**src/rtl/misr_pkg.sv**
```systemverilog
// ============================================================================
// Module      : misr_pkg
// Description : Shared mode/state encodings and default polynomial for the MISR.
// Revision    : 1.0 - initial release
// ============================================================================
`default_nettype none

package misr_pkg;

  localparam logic [31:0] DEFAULT_POLY_32 = 32'h00010811;

  typedef enum logic [1:0] {
    MODE_NORMAL = 2'b00,
    MODE_HOLD   = 2'b01,
    MODE_SHIFT  = 2'b10,
    MODE_LOAD   = 2'b11
  } mode_e;

  typedef enum logic [1:0] {
    ST_IDLE = 2'b00,
    ST_RUN  = 2'b01,
    ST_DONE = 2'b10
  } state_e;

endpackage

`default_nettype wire

```
**src/rtl/misr_next.sv**
```systemverilog
// ============================================================================
// Module      : misr_next
// Description : One parallel compression step of the multiple-input signature register.
// Revision    : 1.0 - initial release
// ============================================================================
`default_nettype none

module misr_next #(
  parameter int               WIDTH = 32,
  parameter logic [WIDTH-1:0] POLY  = WIDTH'(32'h00010811)
) (
  input  logic [WIDTH-1:0] i_sig,
  input  logic [WIDTH-1:0] i_din,
  output logic [WIDTH-1:0] o_next
);

  // Stage 0 always takes the feedback bit, whatever POLY[0] holds.
  localparam logic [WIDTH-1:0] c_taps = {POLY[WIDTH-1:1], 1'b1};

  logic w_fb;

  assign w_fb   = i_sig[WIDTH-1];
  assign o_next = {i_sig[WIDTH-2:0], 1'b0} ^ i_din ^ (c_taps & {WIDTH{w_fb}});

endmodule

`default_nettype wire

```
**src/rtl/crc_misr_param.sv**
```systemverilog
// ============================================================================
// Module      : crc_misr_param
// Description : Parameterised MISR with run-length FSM, scan/load test modes and golden compare.
// Revision    : 1.0 - initial release
// ============================================================================
`default_nettype none

module crc_misr_param
  import misr_pkg::*;
#(
  parameter int               WIDTH = 32,
  parameter logic [WIDTH-1:0] POLY  = WIDTH'(DEFAULT_POLY_32),
  parameter int               LEN_W = 16
) (
  input  logic             CLK,
  input  logic             RESET,
  input  logic             TM1,
  input  logic             TM0,
  input  logic             START,
  input  logic [LEN_W-1:0] LEN,
  input  logic             DIN_VALID,
  input  logic [WIDTH-1:0] DIN,
  input  logic [WIDTH-1:0] SEED,
  input  logic [WIDTH-1:0] GOLDEN,
  input  logic             SCAN_IN,
  output logic [WIDTH-1:0] SIG,
  output logic             SCAN_OUT,
  output logic             BUSY,
  output logic             DONE,
  output logic             PASS
);

  mode_e            w_mode;
  state_e           r_state;
  state_e           w_state_nxt;
  logic [WIDTH-1:0] r_sig;
  logic [WIDTH-1:0] w_sig_nxt;
  logic [WIDTH-1:0] w_comp;
  logic [LEN_W-1:0] r_cnt;
  logic [LEN_W-1:0] w_cnt_nxt;
  logic             r_pass;
  logic             w_pass_nxt;

  assign w_mode = mode_e'({TM1, TM0});

  misr_next #(
    .WIDTH (WIDTH),
    .POLY  (POLY)
  ) u_next (
    .i_sig  (r_sig),
    .i_din  (DIN),
    .o_next (w_comp)
  );

  always_ff @(posedge CLK or negedge RESET) begin
    if (!RESET) begin
      r_state <= ST_IDLE;
      r_sig   <= '0;
      r_cnt   <= '0;
      r_pass  <= 1'b0;
    end else begin
      r_state <= w_state_nxt;
      r_sig   <= w_sig_nxt;
      r_cnt   <= w_cnt_nxt;
      r_pass  <= w_pass_nxt;
    end
  end

  // Only NORMAL mode moves the FSM; the test modes touch the signature alone.
  always_comb begin
    w_state_nxt = r_state;
    w_sig_nxt   = r_sig;
    w_cnt_nxt   = r_cnt;
    w_pass_nxt  = r_pass;
    case (w_mode)
      MODE_NORMAL: begin
        case (r_state)
          ST_IDLE, ST_DONE: begin
            if (START) begin
              w_sig_nxt = SEED;
              w_cnt_nxt = LEN;
              if (LEN != '0) begin
                w_state_nxt = ST_RUN;
                w_pass_nxt  = 1'b0;
              end else begin
                w_state_nxt = ST_DONE;
                w_pass_nxt  = (SEED == GOLDEN);
              end
            end
          end
          ST_RUN: begin
            if (DIN_VALID) begin
              w_sig_nxt = w_comp;
              // Saturate at zero so the counter can never wrap.
              if (r_cnt <= LEN_W'(1)) begin
                w_cnt_nxt   = '0;
                w_state_nxt = ST_DONE;
                w_pass_nxt  = (w_comp == GOLDEN);
              end else begin
                w_cnt_nxt = r_cnt - LEN_W'(1);
              end
            end
          end
          default: w_state_nxt = ST_IDLE;
        endcase
      end
      MODE_SHIFT: w_sig_nxt = {r_sig[WIDTH-2:0], SCAN_IN};
      MODE_LOAD:  w_sig_nxt = SEED;
      default:    w_sig_nxt = r_sig;
    endcase
  end

  always_comb begin
    BUSY     = (r_state == ST_RUN);
    DONE     = (r_state == ST_DONE);
    PASS     = r_pass;
    SIG      = r_sig;
    SCAN_OUT = r_sig[WIDTH-1];
  end

endmodule

`default_nettype wire

```
**config.mk**
```make
export PLATFORM = sky130hd
export DESIGN_NAME = crc_misr_param
export DESIGN_NICKNAME = d
export VERILOG_FILES = /design/src/rtl/misr_pkg.sv /design/src/rtl/misr_next.sv /design/src/rtl/crc_misr_param.sv
export SDC_FILE = /design/constraint.sdc
export NUM_CORES = 1
export LEC_CHECK = 0
export CORE_ASPECT_RATIO = 1.25
export CORE_UTILIZATION = 46
export CTS_BUF_LIST = sky130_fd_sc_hd__clkbuf_4 sky130_fd_sc_hd__clkbuf_8
export CTS_CLUSTER_DIAMETER = 50
export DETAILED_ROUTE_END_ITERATION = 8
export HOLD_SLACK_MARGIN = 0.15
export PLACE_DENSITY = 0.86
export SLEW_MARGIN = 25
export SYNTH_ARGS = -nofsm -noshare
export SYNTH_HDL_FRONTEND = slang
export SYNTH_HIERARCHICAL = 1
export SYNTH_SLANG_ARGS = --single-unit
```
**constraint.sdc**
```tcl
create_clock -name CLK -period 3.03 [get_ports CLK]
set_clock_uncertainty 0.15 [all_clocks]
set_input_delay 0.606 -clock CLK [delete_from_list [all_inputs] [get_ports CLK]]
set_output_delay 0.606 -clock CLK [all_outputs]
set_load 0.03 [all_outputs]
```
==> flow_summary_export.csv <==
group,metric,value,unit
logic_synthesis,netlist_instances,481,
logic_synthesis,async_reset_ff_share,100,%
logic_synthesis,synth-seq-cells,51,
clocking,root_buffer,"clkbuf_8",
routing,totalWireLength,13600,um
logic_synthesis,syn_area_per_cell,8.33,sq um
logic_synthesis,synth_cell_types,48,
power,power_density,814,nW/um^2
floorplan,die_area,9090,sq um
run_status,run_status,"complete, no violations",
timing,final_hold_viol_count,0,
logic_synthesis,synthSimpleGateAreaFrac,18.2,%
routing,first_iter_violations,297,
clocking,cts_buffers,5,
cells_and_area,finalNonFillerCells,729,
floorplan,coreArea,8330,sq um
timing,maxSlewViolCount,0,
routing,vias,4363,
global_route,grt_pass1_wl,21600,um
logic_synthesis,synth_seq_area_share,31.9,%
cells_and_area,insertedDiodeCount,0,
clocking,path_clk_slew,0.10,ns
logic_synthesis,synth_nets,602,
worst_setup_path,cp.required,2.27,ns
worst_setup_path,crit_arrival,1.92,ns
logic_synthesis,synth_compound_area_share,21.0,%
cells_and_area,drive_gt1_share,5.22,%
clocking,cts_hold_buffers,0,
clocking,cts_sinks,51,
global_route,antenna_found_initial,0,
logic_synthesis,synthFlopType,"dfrtp_1",
placement,place.gp.congestion,1.03,
logic_synthesis,synth.top_cell.area_share,31.9,%
power,leakage,2.34,nW
timing,fin_crit_sh,88.3,%
global_route,grt_pass1_vias,4347,
routing,avgRoutedWirePerCell,18.6,um
timing,max_freq,0.374,GHz
global_route,grt_max_degree,65,
worst_hold_path,worst_hold_path_type,"in2async",
floorplan,start_util,48.1,%
worst_setup_path,critPathLaunchType,"register",
worst_setup_path,cp_max_fo,12,
cells_and_area,nets,752,
timing,rsz0062_at_grt,"false",
logic_synthesis,synth_top_family_by_area,"XOR/XNOR gates",
logic_synthesis,synth_xor_area_share,22.1,%
routing,drc_errors,0,
global_route,gr-total-overflow,0,
timing,tightest_slew,0.627,ns
floorplan,io_pins,155,
timing,fin_tns_setup,0,ns
clocking,insertion_delay,0.31,ns
floorplan,die_w,85.5,um
power,ir_drop,0.000515,V
floorplan,fp.dieH,106,um
placement,dp_cells,721,
logic_synthesis,yosys.area.top_type,"dfrtp_1",
logic_synthesis,synthAdderAreaFrac,0.625,%
cells_and_area,layout_commonest_cell,"clkdlybuf4s50_1",
worst_setup_path,worstSetupEndpointType,"primary output",
logic_synthesis,ys_warn_count,6,
clocking,tritoncts,"built",
job,maxCapViolations,0,
logic_synthesis,muxShareOfSynthArea,2.00,%
logic_synthesis,synthTopCellsByArea,"dfrtp_1 (32%), xnor2_1 (13%), xor2_1 (7.4%), nand2_1 (7.0%), o31ai_1 (5.1%)",
clocking,clock_path_buffers,2,
cells_and_area,final_cell_mix,"clkdlybuf4s50_1 (152), nand2_1 (75), xnor2_1 (59)",
worst_setup_path,criticalPathCategory,"reg2out",
placement,port_buffers,154,
timing,relSlewSlack,58.2,%
clocking,ctsResizeCount,0,
clocking,cts_setup_buffers,0,
routing,first_pass_iters,5,
cells_and_area,syn_to_final_growth,45.1,%
routing,ant_nets,0,
timing,setup_viol,0,
logic_synthesis,synth_edf_count,0,
floorplan,rows,37,
timing,period_needed,2.68,ns
logic_synthesis,netlist_area,4010,sq um
routing,vias_per_cell,5.98,
clocking,htreeDepth,2,
global_route,track_usage,30.5,%
placement,dp_hpwl,10800,um
==> synthesized netlist by cell type (all sizes together) (11+ instances only) <==
cell	number
clkbuf	20
o22ai	24
xnor2	59
xor2	34
dfrtp	51
a22o	13
nand2	75
o31ai	27
o21ai	31
nand4	16
nor2	36
nor3	16
inv	11
==> flip-flops by register name (all words and copies together), names as in the netlist <==
register / count
r_state: 2
PASS: 1
r_cnt: 16
SIG: 32
==> per-layer routing <==
metal | share of wire [%] | track usage, % | vias up
met5 | 0 | 0 | -
met2 | 51 | 56.2 | 234
met1 | 37 | 33.7 | 2078
li1 | - | - | 2020
met3 | 8.9 | 6.99 | 31
met4 | 3.1 | 11.5 | 0
==> final cells by class <==
type	count	area [sq um]
clock buffer	6	82.6
clock inverter	2	38.8
fill	647	2520
inverter	11	41.3
multi-input combinational	392	2570
sequential	51	1280
tap	97	121
timing repair buffer	170	1680
==> logic make-up after synthesis <==
logic type / Yosys count
adder cells (fa/ha/maj): 2
AND/OR/NAND/NOR: 164
multiplexers: 8
AO/OA/AOI/OAI: 122
XOR/XNOR: 96
buffers and inverters: 38
flip-flops: 51
==> worst max-delay path, cell delays in order, from the launching register on <==
cell and delay, ns:
dfrtp_1 0.56, nand2b_1 0.37, inv_1 0.27, buf_4 0.23
buf_4 0.18
==> power breakdown <==
part           leakage [nW]  internal [W]  total (W)  switching [W]
Combinational          1.66       0.00126    0.00285        0.00159
Sequential            0.618      0.000970    0.00136       0.000387
Clock                0.0618      0.000272   0.000522       0.000250
Total                  2.34       0.00250    0.00473        0.00223
==> final timing paths <==
path	from	cells after the start	slack (ns)	endpoint
worst max-delay path	r_state[0]	4	0.35	BUSY
worst min-delay path	RESET	1	0.15	r_state[1]
worst max register to register	r_cnt[9]	6	0.46	r_cnt[7]
worst min register to register	r_cnt[4]	1	0.36	r_cnt[4]
max in group asynchronous	RESET	2	2.02	SIG[6]
min in group CLK	r_cnt[4]	1	0.36	r_cnt[4]
==> through the flow <==
step                worst slack (ns)  instance area [sq um]  hold slack (ns)  utilization [%]  power [W]
global route                   0.267                   5810            0.179             69.7    0.00500
finish                         0.355                   5810            0.148             69.7    0.00473
detailed placement             0.418                   5690            0.344             68.3    0.00417
global placement               0.457                   5690            0.328             68.3    0.00411
CTS                            0.385                   5810            0.153             69.7    0.00471
floorplan                      0.656                   4010            0.160                -    0.00310
Power figures use the tool's default switching activity.
